**config.mk**
```make
export PLATFORM = sky130hd
export DESIGN_NAME = vga_sync_gen
export DESIGN_NICKNAME = d
export VERILOG_FILES = /design/src/rtl/vga_sync_gen.sv
export SDC_FILE = /design/constraint.sdc
export NUM_CORES = 1
export LEC_CHECK = 0
export ABC_AREA = 1
export CELL_PAD_IN_SITES_DETAIL_PLACEMENT = 1
export CELL_PAD_IN_SITES_GLOBAL_PLACEMENT = 2
export CORE_MARGIN = 2
export CORE_UTILIZATION = 31
export DETAILED_ROUTE_END_ITERATION = 16
export GPL_TIMING_DRIVEN = 0
export PLACE_DENSITY = 0.78
export SETUP_SLACK_MARGIN = 0.15
export SLEW_MARGIN = 40
export SYNTH_ARGS = -nofsm -noshare
export SYNTH_HDL_FRONTEND = slang
export SYNTH_SLANG_ARGS = --single-unit
```
**constraint.sdc**
```tcl
create_clock -name clk -period 1.4 [get_ports clk]
set_input_delay 0.14 -clock clk [delete_from_list [all_inputs] [get_ports clk]]
set_output_delay 0.14 -clock clk [all_outputs]
set_load 0.01 [all_outputs]
```
**src/rtl/vga_sync_gen.sv**
```systemverilog
// rtl/vga_sync_gen.sv - VGA 640x480@60 sync/timing generator; optional colour-bar test pattern behind VGA_TEST_PATTERN_EN
module vga_sync_gen #(
  parameter int   H_VISIBLE = 640,
  parameter int   H_FRONT   = 16,
  parameter int   H_SYNC    = 96,
  parameter int   H_BACK    = 48,
  parameter int   V_VISIBLE = 480,
  parameter int   V_FRONT   = 10,
  parameter int   V_SYNC    = 2,
  parameter int   V_BACK    = 33,
  parameter logic HSYNC_POL = 1'b0,
  parameter logic VSYNC_POL = 1'b0
) (
  input  logic       clk,
  input  logic       rst,
  output logic       hsync,
  output logic       vsync,
  output logic       video_on,
  output logic [9:0] pixel_x,
  output logic [9:0] pixel_y,
  output logic       line_start,
  output logic       frame_start
`ifdef VGA_TEST_PATTERN_EN
  ,
  output logic [11:0] rgb
`endif
);

  localparam int H_TOTAL = H_VISIBLE + H_FRONT + H_SYNC + H_BACK;
  localparam int V_TOTAL = V_VISIBLE + V_FRONT + V_SYNC + V_BACK;

  localparam logic [9:0] H_LAST     = 10'(H_TOTAL - 1);
  localparam logic [9:0] V_LAST     = 10'(V_TOTAL - 1);
  localparam logic [9:0] H_VIS      = 10'(H_VISIBLE);
  localparam logic [9:0] V_VIS      = 10'(V_VISIBLE);
  localparam logic [9:0] HS_FIRST   = 10'(H_VISIBLE + H_FRONT);
  localparam logic [9:0] HS_LAST    = 10'(H_VISIBLE + H_FRONT + H_SYNC - 1);
  localparam logic [9:0] VS_FIRST   = 10'(V_VISIBLE + V_FRONT);
  localparam logic [9:0] VS_LAST    = 10'(V_VISIBLE + V_FRONT + V_SYNC - 1);

  logic [9:0] h_cnt;
  logic [9:0] v_cnt;
  logic       h_wrap;
  logic       hs_active;
  logic       vs_active;
  logic       visible;

  // Combinational decode of the current counter position
  always_comb begin
    h_wrap    = (h_cnt == H_LAST);
    hs_active = (h_cnt >= HS_FIRST) && (h_cnt <= HS_LAST);
    vs_active = (v_cnt >= VS_FIRST) && (v_cnt <= VS_LAST);
    visible   = (h_cnt < H_VIS) && (v_cnt < V_VIS);
  end

  // Pixel and line counters; the line counter advances only on the pixel wrap
  always_ff @(posedge clk) begin
    if (rst) begin
      h_cnt <= '0;
      v_cnt <= '0;
    end else if (h_wrap) begin
      h_cnt <= '0;
      v_cnt <= (v_cnt == V_LAST) ? 10'd0 : v_cnt + 10'd1;
    end else begin
      h_cnt <= h_cnt + 10'd1;
    end
  end

  // Registered outputs: one clock behind the counters they describe
  always_ff @(posedge clk) begin
    if (rst) begin
      hsync       <= ~HSYNC_POL;
      vsync       <= ~VSYNC_POL;
      video_on    <= 1'b0;
      pixel_x     <= '0;
      pixel_y     <= '0;
      line_start  <= 1'b0;
      frame_start <= 1'b0;
    end else begin
      hsync       <= hs_active ? HSYNC_POL : ~HSYNC_POL;
      vsync       <= vs_active ? VSYNC_POL : ~VSYNC_POL;
      video_on    <= visible;
      pixel_x     <= h_cnt;
      pixel_y     <= v_cnt;
      line_start  <= (h_cnt == 10'd0);
      frame_start <= (h_cnt == 10'd0) && (v_cnt == 10'd0);
    end
  end

`ifdef VGA_TEST_PATTERN_EN
  localparam int         BAR_W    = H_VISIBLE / 8;
  localparam logic [9:0] BAR_LAST = 10'(BAR_W - 1);

  logic [9:0]  bar_px;
  logic [2:0]  bar_idx;
  logic [11:0] bar_colour;

  // Bar position tracks h_cnt and restarts whenever h_cnt returns to 0
  always_ff @(posedge clk) begin
    if (rst || h_wrap) begin
      bar_px  <= '0;
      bar_idx <= '0;
    end else if (bar_px == BAR_LAST) begin
      bar_px  <= '0;
      bar_idx <= bar_idx + 3'd1;
    end else begin
      bar_px  <= bar_px + 10'd1;
    end
  end

  // Bar colour lookup, left to right
  always_comb begin
    bar_colour = 12'h000;
    case (bar_idx)
      3'd0: bar_colour = 12'hFFF;
      3'd1: bar_colour = 12'hFF0;
      3'd2: bar_colour = 12'h0FF;
      3'd3: bar_colour = 12'h0F0;
      3'd4: bar_colour = 12'hF0F;
      3'd5: bar_colour = 12'hF00;
      3'd6: bar_colour = 12'h00F;
      default: bar_colour = 12'h000;
    endcase
  end

  // Colour output, blanked outside the visible area, aligned with video_on
  always_ff @(posedge clk) begin
    if (rst) begin
      rgb <= 12'h000;
    end else begin
      rgb <= visible ? bar_colour : 12'h000;
    end
  end
`endif

endmodule

```
==> Yosys cells after proc, flatten, opt, wreduce, memory -nomap -nowiden <==
Index checks and enable logic that the tools add are counted.
{ "op_classes": {"addsub": 2, "n_lt_le_gt_ge": 6, "eq_ne": 2, "n_mux": 3, "reduce_logical": 7} }
{ "op_table": {"columns": ["operator", "count"], "rows": [
  ["adder 10 x 1 -> 10 bit, second input constant", 2],
  ["== test 10 bit, second input constant", 2],
  ["logical NOT 10 bit", 2],
  ["greater-or-equal comparator 10 bit, second input constant", 1],
  ["greater-or-equal comparator 10 x 9 -> 1 bit, second input constant", 1],
  ["<= comparator 10 bit, second input constant", 1],
  ["<= comparator 10 x 9 -> 1 bit, second input constant", 1],
  ["less-than comparator 10 bit, second input constant", 1],
  ["less-than comparator 10 x 9 -> 1 bit, second input constant", 1],
  ["two-way mux 10 bit", 1],
  ["logical AND 1 bit", 4],
  ["two-way mux 1 bit", 2],
  ["OR reduction 2 bit", 1]
]} }
{ "word_totals": {"register_bits": 45, "inputBits": 2, "out_inout_bits": 25, "wordCells": 29} }

==> Depth between registers and ports, before layout <==
Gate-level depths: netlist (run 1).
{ "logic_depth": {"depth_word": 3, "ltp_mapped": 9, "ltp_nobuf": 9} }

==> Worst setup path before layout (run 1) <==
OpenSTA, ideal clock, no wires.
{ "synth_path": {"path_kind": "flip-flop to flip-flop", "from": "reg h_cnt[0]", "to": "reg v_cnt[7]", "setup_time_ns": 0.114, "arrival_time_ns": 1.206, "t_required_ns": 1.286, "setup_slack_ns": 0.080, "stages_incl_launch_ff": 9, "n_path_buf": 0, "synth_period_minus_slack_ns": 1.320, "path_cell_list": "dfxtp_1 > ha_1 > nand2_2 > nor2_8 > inv_4 > nor2_8 > nand2_2 > nor2_1 > nor2_2"} }
{ "synth_via": {"elab_chain_len": 1} }
{ "synth_lines": {"columns": ["element", "line_no", "rtl"], "rows": [
  ["start: declaration", "41", "logic [9:0] h_cnt;"],
  ["start signal: assignment", "65", "h_cnt <= h_cnt + 10'd1;"],
  ["== test 10 bit", "50", "h_wrap = (h_cnt == H_LAST);"],
  ["end signal: assignment", "63", "v_cnt <= (v_cnt == V_LAST) ? 10'd0 : v_cnt + 10'd1;"],
  ["end: declaration", "42", "logic [9:0] v_cnt;"]
]} }
No other way between the ends.
A chain may end at the register's enable or synchronous reset.

==> Worst setup path after layout (run 1) <==
{ "layout_path": {"from": "reg h_cnt[0]", "to": "reg v_cnt[9]"} }
Same word-level chain as after synthesis.

==> out/results.ini, run 1 <==
[cts]
cts_buffer_depth = 2
cts.sinks = 45
clkSlewWorstSetupHoldPaths_ns = 0.09
clkLatencyLatePin_ns = 0.30
cts_tree = built
clockRootBuffer = clkbuf_8
hold_buffers = 0
numCtsBuffers = 5
htree_levels = 2

[hold_path]
hold_depth = 2
holdCritPathClass = reg2reg

[logic_synthesis]
synth_top_cells_by_area = dfxtp_1 48%, nor2_1 9.6%, nand2_1 8.4%
synthCells = 233
synth_flop_cell = dfxtp_1
synth.distinct_cells = 26
synth_edf_count = 0
synth_most_common_cell = nor2_1
yosysSeqAreaShare_pct = 47.90
syn-cell-area_sq_mm = 0.001881
yosysTopAreaCell = dfxtp_1
synth_top_area_share_pct = 47.90
synth_seq_cells = 45
ys_top_cells_by_count = 48 x nor2_1, 45 x dfxtp_1, 42 x nand2_1
syn_nets = 240
avgSynthCellArea_sq_um = 8.071
async_flop_share_pct = 0
ys_warn_count = 0

[global_routing]
busiest_layer = met2
grt_pass1_vias = 1547
grtUsageMet2_pct = 23.66
grt_usage_pct = 15.02
gr-usage-met3_pct = 2.967
grt_start_max_net_pins = 15
grt-ovfl-total = 0
grt_pass1_wl_um = 7617
antenna_found_initial = 0
grtUsageMet1_pct = 20.91

[status]
status = completed

[sta]
drv_slew = 0
slew-limit-headroom_pct = 63.12
period_share_pct = 96.93
setup_viol_count_final = 0
tns_ns = 0
tightest_slew_ns = 0.5532
rsz0062_at_grt = true
clock.fmax_mhz = 736.9
skew_ns = 0.005440
finalHoldViolCount = 0
min_period_ns = 1.357

[cells_and_area]
fin_nets = 285
fillers = 728
utilization_pct = 43.37
drive_above_1_share_pct = 27.96
instances_no_fill = 354
n_antenna_cell = 0
syn2layout_area_growth_pct = 35.73

[route]
ant_nets = 0
drt-pass1-iter-count = 4
dr.first_iter.drc_count = 69
wl_per_cell_um = 13.00
drc = 0
finalWirelength_um = 4601
vias_per_cell = 4.446
num_vias = 1574

[floorplan]
die_area_sq_mm = 0.006705
core-area_sq_mm = 0.005886
core.rowCount = 28
fp.dieH_um = 81.89
start_util_pct = 31.95
dieWidth_um = 81.89
ios = 27

[power]
ir_drop_uv = 403.8
p_leak_nw = 1.184
power.density_mw_per_mm2 = 880.2

[critical_path]
reg2reg_depth = 8
cp_max_fo = 7
cp.arrival_ns = 1.55
cp_common_cell = nand2_8
cpPeakStageDelay_ns = 0.37
path_class = reg2reg
cp_slowest_cell = dfxtp_4
cp.required_ns = 1.60
r2r_slack_ns = 0.04
crit_path_end_kind = register
crit_chain = ha_4 -> nand2_4 -> nor2_8 -> nand3_4 -> nand2_8 -> nand2_8 -> nand2_1 -> nor2_1
crit_path_start_kind = register

[placement]
portBuffers = 26
dp_hpwl_um = 3165
place_congestion = 0.7315
dp.cells = 334

[run]
maxCapViolCount = 0

per-stage QoR:
stage	instance area (sq um)	worst slack [ns]	power (mW)	hold slack, ns
floorplan	1909	0.1521	1.407	0.3171
global placement	2263	-0.1109	1.452	0.4534
detailed placement	2263	-0.08764	1.453	0.4565
CTS	2406	0.06246	2.257	0.5015
global route	2552	-0.03244	2.350	0.5278
finish	2552	0.04296	2.247	0.4992
where the power goes:
part | internal (mW) | switching (mW)
Sequential | 1.30 | 0.0113
Combinational | 0.0544 | 0.0725
Clock | 0.345 | 0.467
flip-flops by register name, indices dropped and copies added, names as in the netlist:
signal / count
frame_start: 1
h_cnt: 10
hsync: 1
line_start: 1
pixel_x: 10
pixel_y: 10
v_cnt: 10
video_on: 1
vsync: 1
cells in the final DEF (no fill, tap or decap), types with 4 or more instances in the layout:
| cell | netlist | final |
|---|---|---|
| nand2_1 | 42 | 37 |
| nand3_1 | 9 | 9 |
| o21ai_0 | 4 | 4 |
| nor2_1 | 48 | 42 |
| nor2_4 | 2 | 9 |
| clkbuf_8 | 0 | 5 |
| inv_2 | 5 | 5 |
| nand2_2 | 4 | 7 |
| nor2_2 | 10 | 10 |
| nand4_1 | 9 | 9 |
| dfxtp_1 | 45 | 35 |
| inv_1 | 26 | 25 |
| dfxtp_2 | 0 | 7 |
| buf_4 | 0 | 8 |
| a21oi_1 | 4 | 4 |
| dlygate4sd2_1 | 0 | 25 |
routing by layer:
metal / vias to the layer above / routed length, um
met1: 729 / 2385
met2: 26 / 2010
met4: 0 / 62
met5: - / 0
li1: 814 / -
met3: 5 / 142
final cells by class:
| class | count | area, sq um | area share [%] |
|---|---|---|---|
| buffer | 3 | 27.53 | 1.078 |
| clock buffer | 5 | 68.82 | 2.696 |
| clock inverter | 3 | 17.52 | 0.6863 |
| inverter | 32 | 125.1 | 4.902 |
| multi-input combinational | 154 | 962.2 | 37.70 |
| sequential | 45 | 920.9 | 36.08 |
| tap | 75 | 93.84 | 3.676 |
| timing repair buffer | 37 | 336.6 | 13.19 |
path summary, 6_finish.rpt:
check / from / endpoint
setup / recovery: h_cnt[0] / v_cnt[9]
hold / removal: v_cnt[8] / pixel_y[8]
setup reg to reg: h_cnt[0] / v_cnt[9]
hold reg to reg: v_cnt[8] / pixel_y[8]
worst max-delay path: cells and delay by family, from the launching register on:
kind	cells	cell delay, ns
DFF	1	0.37
adders and majority gates	1	0.14
and+or+nand+nor	7	0.72
cells by family (layout without fill, tap and decap cells):
kind of cell / Yosys count / in the layout / share of synthesized area, %
flip-flops: 45 / 45 / 47.90
AO/OA/AOI/OAI: 10 / 10 / 2.928
AND/OR/NAND/NOR: 134 / 135 / 35.99
buffers and inverters: 35 / 80 / 7.984
XOR/XNOR: 4 / 4 / 1.863
adder cells (fa/ha/maj): 5 / 5 / 3.327
timing repair:
action	in CTS	in global routing
gates resized for setup	38	25
pin swaps	4	10
buffers inserted	6	4
cloned	1	1
endpoints found under the setup margin	46	22
Power figures use the tool's default switching activity.
==> run 2, diff against run 1 <==
--- a/config.mk
+++ b/config.mk
@@ -8,6 +8,7 @@
 export ABC_AREA = 1
 export CELL_PAD_IN_SITES_DETAIL_PLACEMENT = 1
 export CELL_PAD_IN_SITES_GLOBAL_PLACEMENT = 2
+export CORE_ASPECT_RATIO = 1.75
 export CORE_MARGIN = 2
 export CORE_UTILIZATION = 31
 export DETAILED_ROUTE_END_ITERATION = 16
==> run 2 against run 1 <==
Flip-flop and latch count did not move; maximum frequency up 0.84%; sequential share of layout area up 0.41 points; largest power group unchanged.
==> out/results.ini, run 2 (same netlist as run 1, synthesis figures left out) <==
[power]
power_frac_comb_pct = 5.5
p_leak_nw = 1.175
power.density_mw_per_mm2 = 898.6
p_int_mw = 1.697
p_sw_share_pct = 24.46
power_frac_seq_pct = 58.3
clkPwrFrac_pct = 36.2
switchingPower_uw = 549.6
ir_drop_uv = 499.1

[route]
vias_per_cell = 4.496
dr.first_iter.drc_count = 35
drt-pass1-iter-count = 4
finalWirelength_um = 4824
wl_per_cell_um = 13.51
drc = 0
ant_nets = 0
num_vias = 1605

[run]
maxCapViolCount = 0

[cts]
clockRootBuffer = clkbuf_8
clkSlewWorstSetupHoldPaths_ns = 0.09
clkLatencyLatePin_ns = 0.30
cts.sinks = 45
cts_buffer_depth = 2
cts_tree = built
numCtsBuffers = 5
htree_levels = 2

[hold_path]
holdCritPathClass = reg2reg

[placement]
dp.cells = 337
portBuffers = 26
dp_hpwl_um = 3558
dp_slack_ns = -0.09839
place_congestion = 0.7507

[sta]
period_share_pct = 96.13
tightest_slew_ns = 0.5692
skew_ns = 0.007605
drv_slew = 0
min_period_ns = 1.346
hold_ws_ns = 0.5010
clock.fmax_mhz = 743.1
finalHoldViolCount = 0
setup_viol_count_final = 0
slew-limit-headroom_pct = 62.05
setup_ws_ns = 0.05423
rsz0062_at_grt = true

[cells_and_area]
instances_no_fill = 357
n_antenna_cell = 0
syn2layout_area_growth_pct = 32.93
final_common_cell = nor2_1
utilization_pct = 42.52
drive_above_1_share_pct = 26.88
fin_nets = 285
most-common-layout-cells = 43 x nor2_1, 40 x nand2_1, 38 x dfxtp_1

[floorplan]
die_area_sq_mm = 0.006730
fp.dieH_um = 107.0
ios = 27
core.rowCount = 37
start_util_pct = 31.99
core-area_sq_mm = 0.005879
dieWidth_um = 62.88

[critical_path]
cp_slowest_cell = dfxtp_2
cp.required_ns = 1.60
crit_path_start_kind = register
crit_chain = ha_4 -> nand2_4 -> nor2_8 -> nand3_4 -> nand2_4 -> buf_12 -> nor3b_2
path_class = reg2reg
cp.arrival_ns = 1.54
cp_top_family = simple AND/OR/NAND/NOR gates
cp_common_cell = nand2_4
crit_path_end_kind = register
cpPeakStageDelay_ns = 0.37
worst-path-buf-inv = 1
cp_max_fo = 10

[global_routing]
grt_pass1_vias = 1677
grt-ovfl-total = 0
antenna_found_initial = 0
grt_usage_pct = 15.80
grt_start_max_net_pins = 15
grt_pass1_wl_um = 8073

[status]
status = completed

run 2: cell type report:
| type | instances | area [sq um] |
|---|---|---|
| Multi-Input combinational cell | 154 | 920.9 |
| Timing Repair Buffer | 37 | 327.8 |
| Inverter | 32 | 127.6 |
| Fill cell | 759 | 3379 |
| Tap cell | 78 | 97.59 |
| Clock inverter | 3 | 17.52 |
| Clock buffer | 5 | 68.82 |
| Sequential cell | 45 | 912.1 |
| Buffer | 3 | 27.53 |
run 2: routing by layer:
metal / track usage [%] / part of all wire [%] / wire [um]
met5: 0 / 0 / 0
met4: 6.984 / 2.4 / 116
met3: 2.938 / 2.3 / 109
met2: 32.52 / 61 / 2924
met1: 14.28 / 35 / 1673
run 2: what timing repair did:
| action | CTS | global route |
|---|---|---|
| pin swaps | 5 | 10 |
| resized for setup | 40 | 13 |
| setup endpoints to repair | 46 | 22 |
| endpoints found under the hold margin | 0 | 0 |
| cloned | 1 | 0 |
| buffers inserted | 5 | 6 |
| hold buffers | 0 | 0 |
run 2: worst paths after layout:
check                               from         end  slack [ns]  cells past startpoint
worst min-delay path            v_cnt[8]  pixel_y[8]        0.50                      2
worst max register to register  h_cnt[1]    h_cnt[3]        0.05                      7
worst max-delay path            h_cnt[1]    h_cnt[3]        0.05                      7
worst min register to register  v_cnt[8]  pixel_y[8]        0.50                      2
run 2: power by group through the flow:
stage / Sequential (mW) / Combinational (mW) / Clock (mW)
5_1_grt: 1.31 / 0.138 / 0.894
3_3_place_gp: 1.34 / 0.113 / 0
2_1_floorplan: 1.35 / 0.0613 / 0
3_5_place_dp: 1.34 / 0.114 / 0
4_1_cts: 1.31 / 0.115 / 0.840
6_report: 1.31 / 0.124 / 0.812
run 2: stage by stage:
step                      total power, mW  setup TNS, ns  area [sq um]
after detailed placement            1.457        -0.3472          2267
after floorplan                     1.407              0          1909
final                               2.246              0          2500
after global placement              1.455        -0.5018          2267
after global routing                2.345        -0.3604          2500
after CTS                           2.267              0          2409
run 2: worst register-to-register path: stages (launching register included):
cell	delay, ns
dfxtp_2	0.37
ha_4	0.15
nand2_4	0.06
nor2_8	0.20
nand3_4	0.14
nand2_4	0.13
buf_12	0.15
nor3b_2	0.05
==> run 3, diff against run 2 <==
--- a/config.mk
+++ b/config.mk
@@ -13,6 +13,7 @@
 export CORE_UTILIZATION = 31
 export DETAILED_ROUTE_END_ITERATION = 16
 export GPL_TIMING_DRIVEN = 0
+export HOLD_SLACK_MARGIN = 0.15
 export PLACE_DENSITY = 0.78
 export SETUP_SLACK_MARGIN = 0.15
 export SLEW_MARGIN = 40
==> results of run 3 <==
No change in the layout: final DEF, timing and power equal those of run 2.
